[src/rtl/stats_ctrl_pkg.sv]
// ----------------------------------------------------------------------------
// stats_ctrl_pkg
// Shared types and constants for the flow statistics update controller.
//   - C_MATCH_ADDR_WIDTH / C_COUNTER_WIDTH : counter RAM geometry
//   - state_e : controller state (INIT zeroing sweep, RUN)
//   - slot_e  : what a pipeline slot carries (IDLE, HIT, HOST_RD, HOST_CLR)
//   - s1_t    : S1 pipeline register {kind, addr, wdata}
//   - cnt_inc : counter increment, wrapping by default; saturating when the
//               STATS_SATURATE_EN macro is defined.
// ----------------------------------------------------------------------------
package stats_ctrl_pkg;

    localparam int C_MATCH_ADDR_WIDTH = 11;
    localparam int C_COUNTER_WIDTH    = 32;

    typedef logic [C_MATCH_ADDR_WIDTH-1:0] addr_t;
    typedef logic [C_COUNTER_WIDTH-1:0]    cnt_t;

    typedef enum logic {
        INIT,
        RUN
    } state_e;

    typedef enum logic [1:0] {
        IDLE,
        HIT,
        HOST_RD,
        HOST_CLR
    } slot_e;

    typedef struct packed {
        slot_e kind;
        addr_t addr;
        cnt_t  wdata;
    } s1_t;

    // Slot kinds that write port A in S1.
    function automatic logic is_write(slot_e k);
        return (k == HIT) || (k == HOST_CLR);
    endfunction

    function automatic logic is_host(slot_e k);
        return (k == HOST_RD) || (k == HOST_CLR);
    endfunction

    function automatic cnt_t cnt_inc(cnt_t v);
`ifdef STATS_SATURATE_EN
        return (&v) ? v : cnt_t'(v + 1'b1);
`else
        return cnt_t'(v + 1'b1);
`endif
    endfunction

endpackage

[src/rtl/stats_host_arbiter.sv]
// ----------------------------------------------------------------------------
// stats_host_arbiter
// Slot arbitration between the hit stream and the host port, with a wait
// counter that throttles hits once a host request has waited too long.
//   clk, reset    : clock, synchronous active-high reset
//   run_i         : controller is in RUN
//   hit_valid_i   : a hit is presented this cycle
//   host_req_i    : host request level (held until acknowledged)
//   hit_ready_o   : hit accepted if presented (never depends on hit_valid_i)
//   grant_o       : this cycle's slot goes to the host
// ----------------------------------------------------------------------------
module stats_host_arbiter #(
    parameter int C_HOST_WAIT_MAX = 16
) (
    input  logic clk,
    input  logic reset,
    input  logic run_i,
    input  logic hit_valid_i,
    input  logic host_req_i,
    output logic hit_ready_o,
    output logic grant_o
);

    localparam int WW = $clog2(C_HOST_WAIT_MAX + 1);

    logic [WW-1:0] wait_q;
    logic          granted_q;
    logic          pending;

    // The request stays high during its ack cycle; the cycle right after a
    // grant must not grant again.
    assign pending     = host_req_i && !granted_q;
    assign hit_ready_o = run_i && !reset && (wait_q < WW'(C_HOST_WAIT_MAX));
    assign grant_o     = run_i && pending && !(hit_valid_i && hit_ready_o);

    always_ff @(posedge clk) begin
        if (reset) begin
            wait_q    <= '0;
            granted_q <= 1'b0;
        end else begin
            granted_q <= grant_o;
            if (grant_o)
                wait_q <= '0;
            else if (run_i && pending && (wait_q < WW'(C_HOST_WAIT_MAX)))
                wait_q <= wait_q + 1'b1;
        end
    end

endmodule

[src/rtl/statistics_update_ctrl.sv]
// ----------------------------------------------------------------------------
// statistics_update_ctrl
// Read-modify-write sequencer for the dual-port flow statistics RAM.
// Port B reads in S0, port A writes in S1; one hit per cycle, host reads and
// read-and-clears interleaved, full RAM zeroing after reset.
//   clk, reset            : clock, synchronous active-high reset
//   hit_valid/addr/ready  : match-hit handshake
//   host_req/addr/clear   : host access request (held until host_ack)
//   host_ack/host_data    : one-cycle response with the pre-clear value
//   init_done             : zeroing sweep finished
//   ram_*                 : statistics RAM ports (B read-only, A write-only)
// Optional build macro: STATS_SATURATE_EN (saturating counters).
// ----------------------------------------------------------------------------
module statistics_update_ctrl
    import stats_ctrl_pkg::*;
#(
    parameter int C_HOST_WAIT_MAX = 16
) (
    input  logic                          clk,
    input  logic                          reset,
    input  logic                          hit_valid,
    input  logic [C_MATCH_ADDR_WIDTH-1:0] hit_addr,
    output logic                          hit_ready,
    input  logic                          host_req,
    input  logic [C_MATCH_ADDR_WIDTH-1:0] host_addr,
    input  logic                          host_clear,
    output logic                          host_ack,
    output logic [C_COUNTER_WIDTH-1:0]    host_data,
    output logic                          init_done,
    output logic [C_MATCH_ADDR_WIDTH-1:0] ram_addra,
    output logic [C_MATCH_ADDR_WIDTH-1:0] ram_addrb,
    output logic                          ram_wea,
    output logic                          ram_web,
    output logic [C_COUNTER_WIDTH-1:0]    ram_dina,
    output logic [C_COUNTER_WIDTH-1:0]    ram_dinb,
    input  logic [C_COUNTER_WIDTH-1:0]    ram_douta,
    input  logic [C_COUNTER_WIDTH-1:0]    ram_doutb
);

    state_e state_q;
    addr_t  init_addr_q;
    slot_e  s1_kind_q;
    addr_t  s1_addr_q;
    s1_t    wr_q;          // write issued last cycle, kept for forwarding
    s1_t    wr_d;          // S1 slot resolved this cycle
    slot_e  s0_kind;
    addr_t  s0_addr;
    cnt_t   operand;
    logic   run;
    logic   grant;
    logic   unused_douta;

    assign run          = (state_q == RUN);
    assign ram_web      = 1'b0;
    assign ram_dinb     = '0;
    assign unused_douta = ^ram_douta;

    stats_host_arbiter #(
        .C_HOST_WAIT_MAX(C_HOST_WAIT_MAX)
    ) u_arb (
        .clk         (clk),
        .reset       (reset),
        .run_i       (run),
        .hit_valid_i (hit_valid),
        .host_req_i  (host_req),
        .hit_ready_o (hit_ready),
        .grant_o     (grant)
    );

    // S0 slot decode: an accepted hit beats a host grant.
    always_comb begin
        s0_kind = IDLE;
        s0_addr = '0;
        if (hit_valid && hit_ready) begin
            s0_kind = HIT;
            s0_addr = hit_addr;
        end else if (grant) begin
            s0_kind = host_clear ? HOST_CLR : HOST_RD;
            s0_addr = host_addr;
        end
    end

    // The RAM read for this S1 slot was issued while last cycle's write to
    // the same entry was in flight, so doutb is stale; take the written value.
    assign operand = (is_write(wr_q.kind) && (wr_q.addr == s1_addr_q)) ? wr_q.wdata : ram_doutb;

    always_comb begin
        wr_d.kind  = s1_kind_q;
        wr_d.addr  = s1_addr_q;
        wr_d.wdata = (s1_kind_q == HIT) ? cnt_inc(operand) : '0;
    end

    always_comb begin
        ram_addra = '0;
        ram_addrb = '0;
        ram_wea   = 1'b0;
        ram_dina  = '0;
        host_ack  = 1'b0;
        host_data = '0;
        init_done = 1'b0;
        if (!reset) begin
            if (state_q == INIT) begin
                ram_addra = init_addr_q;
                ram_wea   = 1'b1;
            end else begin
                init_done = 1'b1;
                ram_addrb = s0_addr;
                if (is_write(wr_d.kind)) begin
                    ram_addra = wr_d.addr;
                    ram_wea   = 1'b1;
                    ram_dina  = wr_d.wdata;
                end
                if (is_host(wr_d.kind)) begin
                    host_ack  = 1'b1;
                    host_data = operand;
                end
            end
        end
    end

    // Reset drops whatever sits in S1 and restarts the zeroing sweep.
    always_ff @(posedge clk) begin
        if (reset) begin
            state_q     <= INIT;
            init_addr_q <= '0;
            s1_kind_q   <= IDLE;
            s1_addr_q   <= '0;
            wr_q        <= '0;
        end else begin
            case (state_q)
                INIT: begin
                    init_addr_q <= init_addr_q + 1'b1;
                    if (&init_addr_q)
                        state_q <= RUN;
                end
                default: state_q <= RUN;
            endcase
            s1_kind_q <= s0_kind;
            s1_addr_q <= s0_addr;
            wr_q      <= wr_d;
        end
    end

endmodule

[config.mk]
export PLATFORM = sky130hd
export DESIGN_NAME = statistics_update_ctrl
export DESIGN_NICKNAME = d
export VERILOG_FILES = /design/src/rtl/stats_ctrl_pkg.sv /design/src/rtl/stats_host_arbiter.sv /design/src/rtl/statistics_update_ctrl.sv
export SDC_FILE = /design/constraint.sdc
export NUM_CORES = 1
export LEC_CHECK = 0
export ABC_AREA = 1
export CELL_PAD_IN_SITES_DETAIL_PLACEMENT = 2
export CELL_PAD_IN_SITES_GLOBAL_PLACEMENT = 2
export CORE_MARGIN = 4
export CORE_UTILIZATION = 22
export DETAILED_ROUTE_END_ITERATION = 6
export PLACE_DENSITY_LB_ADDON = 0.1
export SYNTH_ARGS = -nofsm -noshare
export SYNTH_HDL_FRONTEND = slang
export SYNTH_HIERARCHICAL = 1
export SYNTH_SLANG_ARGS = --single-unit
[constraint.sdc]
create_clock -name clk -period 3.45 [get_ports clk]
set_input_delay 0.69 -clock clk [delete_from_list [all_inputs] [get_ports clk]]
set_output_delay 0.69 -clock clk [all_outputs]
set_load 0.005 [all_outputs]
==> impl_metrics.env <==
export IMPL_status="finished, violations left"
export IMPL_violations="setup timing"
export IMPL_power_w=0.00229
export IMPL_ant_nets=0
export IMPL_grt_use_total_pct=20.9
export IMPL_antenna_cells=0
export IMPL_route_detailed_drc=0
export IMPL_io_pins=214
export IMPL_place_gp_congestion=0.801
export IMPL_rsz0062_at_grt="true"
export IMPL_ff2ff_path_depth=30
export IMPL_finalWirelength_um=34600
export IMPL_fin_util_pct=41.7
export IMPL_clk_pin_slew_worst_paths_ps=70
export IMPL_cts_buffers=9
export IMPL_ys_types=39
export IMPL_synth_seq_cells=75
export IMPL_crit_top_cell="nand2_2"
export IMPL_grt_pass1_vias=8174
export IMPL_slew_violations=0
export IMPL_ir_drop_v=0.000180
export IMPL_crit_path_end_kind="primary output"
export IMPL_max_freq_mhz=271
export IMPL_critPathLaunchType="flop"
export IMPL_num_nets_final=1367
export IMPL_finalSetupViolations=29
export IMPL_drv_cap=0
export IMPL_grt_ovfl_total=0
export IMPL_holdWs_ps=492
export IMPL_start_util_pct=22.2
export IMPL_cts_sinks=75
export IMPL_syn_area_um2=5580
export IMPL_antenna_found_initial=2
export IMPL_holdPathStages=2
export IMPL_regToRegStartpoint="s1_addr_q[1]$_SDFF_PP0_"
export IMPL_required_ps=2760
export IMPL_hold_viol=0
export IMPL_skew_ps=14.2
export IMPL_path_cells="inv_2 > nand2_2 > nand2_2 > buf_4 > inv_2 > nand2_2 > nor2_4 > nand3_4 > buf_8 > buf_4 > nand2_4 > nand2_4 > buf_6 > nand2_4 > nor2_4 > nand2_2 > buf_6 > nor2_4 > buf_4 > nand2_2 > nand3_4 > nor2_4 > buf_2"
export IMPL_period_needed_ps=3690
export IMPL_grt_max_degree=42
export IMPL_vias_per_cell=4.64
export IMPL_cp_data_arrival_time_ps=3000
export IMPL_synth_seq_area_share_pct=26.9
export IMPL_drive_gt1_share_pct=44.1
export IMPL_hold_start="init_addr_q[7]$_SDFFE_PP0N_"
export IMPL_tritoncts="done"
export IMPL_clock_latency_ps=360
export IMPL_critPathLaunch="s1_addr_q[1]$_SDFF_PP0_"
export IMPL_setup_ws_ps=-243
export IMPL_avgRoutedWirePerCell_um=21.5
export IMPL_core_um2=25100
export IMPL_vias=7462
export IMPL_yosysWarnings=6
export IMPL_dieArea_um2=28000
export IMPL_first_iter_violations=341
export IMPL_cts_buffer_depth=2
export IMPL_die_w_um=167
export IMPL_path_max_fanout=8
export IMPL_powerDensity_nw_per_um2=218
export IMPL_dpl_hpwl_um=20100
export IMPL_hold_path_class="reg -> reg"
export IMPL_clockRootBuffer="clkbuf_16"
export IMPL_fin_crit_sh_pct=107
export IMPL_ctsHtreeMaxLevel=3
export IMPL_syn_to_final_growth_pct=87.7
export IMPL_fin_setup_tns_ps=-3640
export IMPL_cp_slowest_cell="dfxtp_4"
export IMPL_place_ws_ps=-381
export IMPL_syn_inst=938
export IMPL_port_buffers=148
export IMPL_critPathMaxStageDelay_ps=380
export IMPL_die_y_um=167
export IMPL_grt_pass1_wl_um=46400
export IMPL_syn_area_per_cell_um2=5.95
export IMPL_drt_first_pass_iters=4
export IMPL_critPathKind="reg -> out"
export IMPL_rows=58
export IMPL_power_leakage_nw=4.79
[synthesized netlist by cell type (all sizes together)]
cell / number / share of area, %
and2: 1 / 0.11
o32ai: 8 / 1.3
xor2: 2 / 0.31
nor2: 186 / 15
nand4: 5 / 0.56
nand2: 305 / 22
nor4: 1 / 0.11
clkinv: 1 / 0.067
nand3: 73 / 7.7
inv: 114 / 7.7
ha: 3 / 0.67
o41ai: 1 / 0.16
o31ai: 2 / 0.27
conb: 1 / 0.067
o211ai: 2 / 0.27
nor3: 35 / 3.4
dfxtp: 75 / 27
o21ai: 26 / 2.4
nand3b: 13 / 1.7
a211oi: 1 / 0.13
buf: 46 / 6.3
clkbuf: 24 / 1.6
a21oi: 13 / 1.2
[cell usage in the layout, fill, tap and decap left out, types with 13 or more instances in the layout]
cell type	Yosys	layout
nor2_1	158	123
nand2_1	271	178
nor3_2	1	13
inv_2	11	22
nand3b_1	13	13
nor2_2	18	22
nand3_2	8	30
nand2_2	30	80
dfxtp_2	0	15
clkdlybuf4s50_1	0	105
buf_4	36	151
buf_2	3	25
a21oi_1	13	13
inv_1	103	91
o21ai_0	20	17
buf_6	2	50
nand3_4	2	17
dfxtp_1	75	57
nand2_4	4	44
conb_1	1	33
nor2_4	10	41
nor3_1	33	19
nand3_1	63	26
[final timing paths]
check	end	slack, ps
hold reg to reg	run$_SDFF_PP0_	490
hold / removal	run$_SDFF_PP0_	490
setup / recovery	ram_dina[14]	-240
setup reg to reg	wr_q[28]$_SDFF_PP0_	-200
[stage by stage]
stage / instances / cell area [µm²]
final: 1608 / 10500
after global routing: 1608 / 10500
after CTS: 1587 / 9780
after detailed placement: 1493 / 8050
after global placement: 1493 / 8050
after floorplan: 970 / 5700
[worst max-delay path, delay by kind of cell, from the launching register on]
kind                   cells  cell delay [ps]
buffers and inverters      9             1050
DFF                        1              380
and+or+nand+nor           14             1190
[timing repair]
action                     CTS  global route
cloned                       2             0
pin swaps                  105           101
buffers inserted            78            25
setup endpoints to repair   37            54
hold buffers                 0             0
resized for setup          341           172
[cell families (layout without fill, tap and decap cells)]
kind of cell	count (synthesis)	in the layout	synth area share (%)
AOI/OAI and AO/OA	53	53	5.65
xor gates and xnor gates	2	2	0.314
adders and majority gates	3	3	0.672
buffers and inverters	185	493	15.7
DFF	75	75	26.9
other	1	33	0.0672
and+or+nand+nor	619	619	50.7
[sequential cells by signal, indices dropped and copies added (netlist names)]
signal           flops
init_addr_q         11
u_arb/wait_q         5
wr_q                44
s1_kind_q            2
u_arb/granted_q      1
run                  1
s1_addr_q           11
[area by class of cell]
type	count	area, µm²
multi-input combinational	710	4500
clock inverter	7	58.8
timing repair buffer	362	3310
sequential	75	1530
fill	2928	14600
tap	330	413
clock buffer	9	225
inverter	115	439
[power breakdown]
| group | total [W] | switching, W | internal [W] | leakage [nW] |
|---|---|---|---|---|
| Sequential | 0.000868 | 0.00000251 | 0.000865 | 0.615 |
| Combinational | 0.000433 | 0.000237 | 0.000196 | 4.05 |
| Clock | 0.000984 | 0.000485 | 0.000500 | 0.127 |
| Total | 0.00229 | 0.000724 | 0.00156 | 4.79 |
[routing by layer]
| metal | up-vias | global-route usage (%) | wire length, µm |
|---|---|---|---|
| li1 | 3496 | - | - |
| met1 | 3618 | 23.1 | 13100 |
| met2 | 244 | 40.5 | 18400 |
| met3 | 100 | 3.16 | 1510 |
| met4 | 4 | 7.13 | 1570 |
| met5 | - | 0 | 27 |
(Power assumes the default switching activity.)
